--- config.mk ---
export PLATFORM = sky130hd
export DESIGN_NAME = cpu_run_ctrl
export DESIGN_NICKNAME = d
export VERILOG_FILES = /design/src/rtl/cpu_dbg_pkg.sv /design/src/rtl/btn_edge_sync.sv /design/src/rtl/cpu_run_ctrl.sv
export SDC_FILE = /design/constraint.sdc
export NUM_CORES = 1
export LEC_CHECK = 0
export ABC_AREA = 1
export ABC_CLOCK_PERIOD_IN_PS = 2500
export BUFFER_PORTS_ARGS = -buffer_cell sky130_fd_sc_hd__buf_2
export CAP_MARGIN = 15
export CORE_MARGIN = 2
export CORE_UTILIZATION = 45
export CTS_CLUSTER_DIAMETER = 50
export DETAILED_ROUTE_END_ITERATION = 8
export HOLD_SLACK_MARGIN = 0.1
export PLACE_DENSITY_LB_ADDON = 0.08
export SETUP_SLACK_MARGIN = 0.05
export SYNTH_ARGS = -nofsm -noshare
export SYNTH_HDL_FRONTEND = slang
export SYNTH_SLANG_ARGS = --single-unit
--- constraint.sdc ---
create_clock -name clk_i -period 2.5 [get_ports clk_i]
set_input_delay 0.75 -clock clk_i [delete_from_list [all_inputs] [get_ports clk_i]]
set_output_delay 0.75 -clock clk_i [all_outputs]
set_load 0.005 [all_outputs]
--- src/rtl/cpu_dbg_pkg.sv ---
// Shared definitions for the CPU debug controllers: run-state encoding
// and default sizing for the program counter and slow-run divider.
package cpu_dbg_pkg;

  localparam int DEF_PC_W     = 9;
  localparam int DEF_DIV_W    = 24;
  localparam int DEF_SLOW_DIV = 12500000;

  typedef enum logic [1:0] {
    ST_HALT = 2'd0,
    ST_RUN  = 2'd1,
    ST_SLOW = 2'd2,
    ST_BRK  = 2'd3
  } run_state_e;

endpackage

--- src/rtl/btn_edge_sync.sv ---
// Two-flop synchronizer for a raw board button plus a registered
// rising-edge detector; a held button yields exactly one pulse.
module btn_edge_sync (
  input  logic clk_i,
  input  logic reset_i,
  input  logic btn_i,
  output logic pulse_o
);

  logic sync1_q, sync2_q, prev_q, pulse_q;

  // Pulse appears 3 clk after the raw edge: two sync stages plus the edge register.
  always_ff @(posedge clk_i) begin
    if (reset_i) begin
      sync1_q <= 1'b0;
      sync2_q <= 1'b0;
      prev_q  <= 1'b0;
      pulse_q <= 1'b0;
    end else begin
      sync1_q <= btn_i;
      sync2_q <= sync1_q;
      prev_q  <= sync2_q;
      pulse_q <= sync2_q & ~prev_q;
    end
  end

  assign pulse_o = pulse_q;

endmodule

--- src/rtl/cpu_run_ctrl.sv ---
// Run/halt/single-step/breakpoint controller producing the core instruction enable.
// Build option: define CPU_RUN_CTRL_CNT_EN to include the executed-instruction counter.
module cpu_run_ctrl
  import cpu_dbg_pkg::*;
#(
  parameter int PC_W     = DEF_PC_W,
  parameter int DIV_W    = DEF_DIV_W,
  parameter int SLOW_DIV = DEF_SLOW_DIV
) (
  input  logic            clk_i,
  input  logic            reset_i,
  input  logic            run_req_i,
  input  logic            slow_mode_i,
  input  logic            step_btn_i,
  input  logic            bp_en_i,
  input  logic [PC_W-1:0] bp_addr_i,
  input  logic [PC_W-1:0] pc_i,
  output logic            cpu_en_o,
  output logic            halted_o,
  output logic            bp_hit_o,
  output logic [1:0]      state_o,
  output logic [15:0]     instr_cnt_o
);

  localparam logic [DIV_W-1:0] DIV_LAST = DIV_W'(SLOW_DIV - 1);

  run_state_e       state_q, state_d;
  logic             cpu_en_q, cpu_en_d;
  logic             armed_q, armed_d;
  logic [DIV_W-1:0] div_q, div_d;
  logic             step_pulse;
  logic             bp_match;
  logic             brk_cut;
  logic             div_last;

  btn_edge_sync u_step_sync (
    .clk_i   (clk_i),
    .reset_i (reset_i),
    .btn_i   (step_btn_i),
    .pulse_o (step_pulse)
  );

  assign div_last = (div_q == DIV_LAST);
  // Only an instruction actually being issued can hit the breakpoint.
  assign bp_match = bp_en_i && armed_q && cpu_en_q && (pc_i == bp_addr_i);
  assign brk_cut  = run_req_i && bp_match && ((state_q == ST_RUN) || (state_q == ST_SLOW));
  assign cpu_en_o = cpu_en_q && !brk_cut;

  always_comb begin
    state_d  = state_q;
    cpu_en_d = 1'b0;
    armed_d  = armed_q | cpu_en_o;
    div_d    = div_q;
    case (state_q)
      ST_HALT: begin
        if (run_req_i) begin
          state_d  = slow_mode_i ? ST_SLOW : ST_RUN;
          cpu_en_d = !slow_mode_i;
          armed_d  = 1'b0;
          div_d    = '0;
        end else if (step_pulse) begin
          cpu_en_d = 1'b1;
        end
      end
      ST_RUN: begin
        if (!run_req_i) begin
          state_d = ST_HALT;
        end else if (bp_match) begin
          state_d = ST_BRK;
        end else if (slow_mode_i) begin
          state_d = ST_SLOW;
          div_d   = '0;
        end else begin
          cpu_en_d = 1'b1;
        end
      end
      ST_SLOW: begin
        div_d = div_last ? '0 : div_q + DIV_W'(1);
        if (!run_req_i) begin
          state_d = ST_HALT;
        end else if (bp_match) begin
          state_d = ST_BRK;
        end else if (!slow_mode_i) begin
          state_d  = ST_RUN;
          cpu_en_d = 1'b1;
        end else begin
          cpu_en_d = div_last;
        end
      end
      ST_BRK: begin
        // Staying here while run_req is held forces a 0->1 toggle to resume.
        if (!run_req_i) begin
          state_d = ST_HALT;
        end else if (step_pulse) begin
          state_d  = ST_HALT;
          cpu_en_d = 1'b1;
        end
      end
      default: state_d = ST_HALT;
    endcase
  end

  always_ff @(posedge clk_i) begin
    if (reset_i) begin
      state_q  <= ST_HALT;
      cpu_en_q <= 1'b0;
      armed_q  <= 1'b0;
      div_q    <= '0;
    end else begin
      state_q  <= state_d;
      cpu_en_q <= cpu_en_d;
      armed_q  <= armed_d;
      div_q    <= div_d;
    end
  end

  assign state_o  = state_q;
  assign halted_o = (state_q == ST_HALT) || (state_q == ST_BRK);
  assign bp_hit_o = (state_q == ST_BRK);

`ifdef CPU_RUN_CTRL_CNT_EN
  logic [15:0] cnt_q, cnt_d;

  assign cnt_d = cpu_en_o ? cnt_q + 16'd1 : cnt_q;

  always_ff @(posedge clk_i) begin
    if (reset_i) begin
      cnt_q <= 16'h0000;
    end else begin
      cnt_q <= cnt_d;
    end
  end

  assign instr_cnt_o = cnt_q;
`else
  assign instr_cnt_o = 16'h0000;
`endif

endmodule

# ---- Word level (Yosys, flattened, before mapping)
# Cells that the tools add are included.
dict set report op_classes {
  addsub 1
  n_eq_ne 12
  mux 29
  bitwise_logic 3
  n_reduce_logical 14
}
# operator count
set ops {}
lappend ops {{$mux 24} 5}
lappend ops {{$pmux 24 s3} 1}
lappend ops {{$add 24x1->24 const B} 1}
lappend ops {{$eq 24x24->1 const B} 1}
lappend ops {{$mux 2} 10}
lappend ops {{$mux 1} 11}
lappend ops {{$eq 9x9->1} 1}
lappend ops {{$ne 2x2->1 const B} 4}
lappend ops {{$ne 4x4->1 const B} 2}
lappend ops {{$pmux 2 s4} 1}
lappend ops {{$logic_and 1x1->1} 6}
lappend ops {{$reduce_and 5->1} 1}
lappend ops {{$eq 2x2->1 const B} 2}
lappend ops {{$pmux 1 s4} 1}
lappend ops {{$reduce_and 4->1} 1}
lappend ops {{$ne 3x2->1 const B} 1}
lappend ops {{$reduce_bool 3->1} 1}
lappend ops {{$eq 2x1->1 const B} 1}
lappend ops {{$logic_not 1->1} 2}
lappend ops {{$logic_not 2->1} 1}
lappend ops {{$logic_or 1x1->1} 2}
lappend ops {{$and 1x1->1} 1}
lappend ops {{$not 1->1} 1}
lappend ops {{$or 1x1->1} 1}
dict set report word_totals {
  register_bits 32
  input_bits 24
  output_inout_bits 21
}

# ---- Longest topological paths before layout
dict set report depth {
  ltp_word 10
  ltp_mapped 14
  depth_no_buf 14
}

# ---- By module
# Synthesis repeated with hierarchy kept, for this count alone.
dict set report unflattened {
  hier_cells 438
  hier_area_um2 2612.5
}
# module instances cells_per_inst area_each_um2 seq_area_each_um2
set modules_own_cells {}
lappend modules_own_cells {cpu_run_ctrl 1 426 2497.4 560.5}
lappend modules_own_cells {btn_edge_sync 1 12 115.1 80.1}

# ---- Least setup slack after synthesis
# No wires, ideal clock.
dict set report synth_timing {
  kind {input-to-output}
  from {input port bp_addr_i[1]}
  to {output port cpu_en_o}
  t_arrival_ns 1.420
  path_slack_ns 0.330
  stages 6
  n_path_buf 0
  cell_sequence {xnor2_1 nand2_1 nor2_2 nand3_1 o21ai_0 inv_1}
}
dict set report synth_between {
  elab_chain_cells 6
}
# item line
set synth_lines {}
lappend synth_lines {{start, declared} cpu_run_ctrl.sv:16} ;# input logic [PC_W-1:0] bp_addr_i,
lappend synth_lines {{$eq 9x9->1} cpu_run_ctrl.sv:45} ;# assign bp_match = bp_en_i && armed_q && cpu_en_q && (pc_i == bp_addr_i);
lappend synth_lines {{$logic_and 1x1->1} cpu_run_ctrl.sv:45}
lappend synth_lines {{$logic_and 1x1->1 (2 in a row)} cpu_run_ctrl.sv:46} ;# assign brk_cut = run_req_i && bp_match && ((state_q == ST_RUN) || (state_q == ST_SLOW));
lappend synth_lines {{$logic_not 1->1} cpu_run_ctrl.sv:47} ;# assign cpu_en_o = cpu_en_q && !brk_cut;
lappend synth_lines {{$logic_and 1x1->1} cpu_run_ctrl.sv:47}
lappend synth_lines {{end, declared} cpu_run_ctrl.sv:18} ;# output logic cpu_en_o,
# No other way between the ends.

# ---- Worst setup path in the final report
dict set report layout_timing {
  from {input port pc_i[7]}
  to {output port cpu_en_o}
}
dict set report layout_between {
  elab_chain_cells 6
}
# item line
set layout_lines {}
lappend layout_lines {{start, declared} cpu_run_ctrl.sv:17} ;# input logic [PC_W-1:0] pc_i,
lappend layout_lines {{$eq 9x9->1} cpu_run_ctrl.sv:45}
lappend layout_lines {{$logic_and 1x1->1} cpu_run_ctrl.sv:45}
lappend layout_lines {{$logic_and 1x1->1 (2 in a row)} cpu_run_ctrl.sv:46}
lappend layout_lines {{$logic_not 1->1} cpu_run_ctrl.sv:47}
lappend layout_lines {{$logic_and 1x1->1} cpu_run_ctrl.sv:47}
# No other way between the ends.

==> summary.md <==
| Metric | Value |
|---|---|
| Antenna Nets Post-Route | 0 |
| First-pass GRT wire length | 10400 um |
| Chip Width | 80.8 um |
| Post-CTS setup buffers | 0 |
| Ports | 45 |
| Int Power | 0.00110 W |
| Leakage | 1.19 nW |
| Final wirelength | 5970 um |
| Clk sink count | 32 |
| Vias in the first global route | 2261 |
| Largest net degree at the start of global routing | 24 |
| Switching Share | 43.2% |
| Site Rows | 27 |
| P_sw | 0.000834 W |
| WL per Instance | 11.4 um |
| Layout cells sized above 1 | 21.3% |
| Core Area | 5610 um^2 |
| Vias | 2525 |
| Worst-skew pair later-pin latency | 0.29 ns |
| Seq cells post-synth | 32 |
| Drt pass-1 iters | 4 |
| Finished Core Util | 51.6% |
| Area leader, netlist | dfxtp_1 |
| Root buffer cell | clkbuf_8 |
| Layout area overhead | 8.95% |
| TritonCTS buffer count | 5 |
| Setup TNS | 0 ns |
| Yosys cell types | 32 |
| Outcome | complete, no violations |
| Crit path kind | input pin to output port |
| Hold-critical path depth | 1 |
| Synth top area cells | dfxtp_1 (24%), nand2_1 (16%), nor2_1 (9.9%), a21oi_2 (6.6%), nand3_1 (6.0%) |
| Yosys warns | 0 |
| H-tree depth | 2 |
| GRT overflow | 0 |
| Placed instance count | 514 |
| Die ar. | 6530 um^2 |
| Max-Cap Viols | 0 |
| DRT iter0 DRCs | 104 |
| Ant. Diodes | 0 |
| Hold Crit Class | flip-flop to flip-flop |
| Area share of the largest cell type after synthesis | 24.1% |
| Pwr/cell area | 668 nW/um^2 |
| # nets final | 479 |
| Crit path DAT | 1.60 ns |
| Hold Fails Final Rpt | 0 |
| Peak supply drop | 0.000464 V |
| DRC | 0 |
| Critical Path RT | 1.75 ns |
| Combinational power share | 45.7% |
| DP Wirelength | 4590 um |
| Clock-pin slew on the worst setup and hold paths | 0.07 ns |
| Port Buffers | 28 |
| Final RePlAce weighted congestion | 0.915 |
| Max Freq | 426 MHz |
| Clock Path Buffers | 2 |
| Seq/Total Area, Yosys | 24.1% |
| Clock period minus worst slack | 2.35 ns |
| Hold Slack | 0.389 ns |
| Worst r2r path cells | 11 |
| Post-Layout Cell Count | 522 |
| RSZ-0062 raised after global routing | yes |
| Skew final | 0.00481 ns |
| Max-slew headroom | 58.3% |
| Critical path fanouts, max | 2 |
| Initial antenna violation count | 0 |
| Die Y | 80.8 um |
| Post-Syn Area per Cell | 6.32 um^2 |
| Crit end category | output port |
| Mapped cell area | 2660 um^2 |
| Least-Margin Pin Slew | 0.625 ns |
| Clock power share | 21.6% |
| Sequential group share of total power | 32.8% |
| Final Cycle Share | 93.8% |
| Synth Instances | 420 |
| CTS tree | done |
| Final Max Slew Viols | 0 |
| Initial core utilization | 47.3% |
| Crit path launch type | input pin |
| Via density | 4.84 |
| Total GRT Usage | 20.4% |
| Final setup violation count | 0 |
synthesized netlist by cell type:
| cell type | number |
|---|---|
| nand2_4 | 4 |
| o211ai_1 | 1 |
| clkbuf_1 | 3 |
| or2_2 | 2 |
| nand3_1 | 32 |
| buf_2 | 3 |
| inv_1 | 38 |
| nand2_1 | 113 |
| buf_4 | 17 |
| nor2_1 | 70 |
| buf_6 | 3 |
| a21o_1 | 7 |
| buf_1 | 1 |
| nand3_2 | 1 |
| xnor2_1 | 7 |
| inv_2 | 2 |
| buf_8 | 1 |
| nand2_2 | 12 |
| a31oi_1 | 1 |
| nor2_4 | 4 |
| conb_1 | 1 |
| nor2_2 | 8 |
| nor3b_1 | 1 |
| a21oi_2 | 20 |
| dfxtp_1 | 32 |
| o21ai_0 | 6 |
| ha_1 | 6 |
| o21bai_1 | 2 |
| nand4_1 | 11 |
| a21oi_1 | 4 |
| nor3_1 | 3 |
| xor2_1 | 4 |
area by class of cell:
class	instances	area, um^2
clock inverters	2	10.0
multi-input cells	335	1710
clock buffers	6	82.6
repair buffers	35	205
flip-flops and latches	32	641
well taps	72	90.1
fillers	571	2720
inverters	40	150
path summary, 6_finish.rpt:
kind,start,end,slack [ns]
worst max-delay path,pc_i[7],cpu_en_o,0.15
worst min-delay path,u_step_sync.prev_q,u_step_sync.pulse_o,0.39
worst max register to register,div_q[1],cpu_en_q,0.50
worst min register to register,u_step_sync.prev_q,u_step_sync.pulse_o,0.39
sequential cells by signal, indices dropped and copies added, names as in the netlist:
name                 flops
armed_q                  1
cpu_en_q                 1
div_q                   24
state_o                  2
u_step_sync.prev_q       1
u_step_sync.pulse_o      1
u_step_sync.sync1_q      1
u_step_sync.sync2_q      1
critical path, stage by stage:
cell,delay (ns)
buf_2,0.09
inv_1,0.03
nand2_1,0.05
nand2_1,0.04
nor2_1,0.09
nand2_1,0.08
nor2_4,0.09
nand3_1,0.07
o21ai_1,0.12
inv_1,0.06
buf_2,0.12
per-stage QoR:
| step | total power (W) | setup WS, ns | instance area, um^2 |
|---|---|---|---|
| after CTS | 0.00194 | 0.114 | 2890 |
| after detailed placement | 0.00152 | 0.115 | 2800 |
| after floorplan | 0.00135 | 0.330 | 2710 |
| final | 0.00193 | 0.155 | 2890 |
| after global routing | 0.00210 | 0.0144 | 2890 |
| after global placement | 0.00152 | 0.140 | 2800 |
placed cells by master, fill, tap and decap left out, types with 3 or more instances in the layout:
master    instances
conb_1           16
nor2_4            4
xor2_1            4
dfxtp_1          32
o21ai_0           5
nand3_1          32
buf_2            28
nor2_1           70
nand2_2          12
nand2_4           4
a21oi_2          20
xnor2_1           7
clkbuf_8          6
buf_4             6
nor3_1            3
nand4_1          11
a21o_1            7
ha_1              6
inv_1            38
a21oi_1           4
nor2_2            8
nand2_1         113
power by group through the flow:
stage,logic [W],registers [W],clock network (W)
3_5_place_dp,0.000881,0.000644,0
3_3_place_gp,0.000881,0.000642,0
5_1_grt,0.00101,0.000641,0.000454
4_1_cts,0.000885,0.000632,0.000427
2_1_floorplan,0.000710,0.000636,0
6_report,0.000882,0.000633,0.000417
layer usage:
layer | vias up | track usage (%) | part of all wire, %
li1 | 1344 | - | -
met1 | 1110 | 28.7 | 50
met2 | 64 | 31.9 | 43
met4 | 0 | 6.61 | 1.4
met3 | 7 | 3.33 | 5.2
met5 | - | 0 | 0
kinds of logic after synthesis:
logic type / Yosys count / share of synthesized area, %
DFF: 32 / 24.1
adders and majority gates: 6 / 2.83
AOI/OAI and AO/OA: 41 / 11.5
buffers and inverters: 68 / 13.4
other: 1 / 0.141
and+or+nand+nor: 261 / 44.3
xor gates and xnor gates: 11 / 3.63
timing repair:
action | 4_1_cts | 5_1_grt
setup endpoints to repair | 0 | 1
hold buffers | 0 | 0
gates resized for setup | 0 | 1
Power figures use the tool's default switching activity.
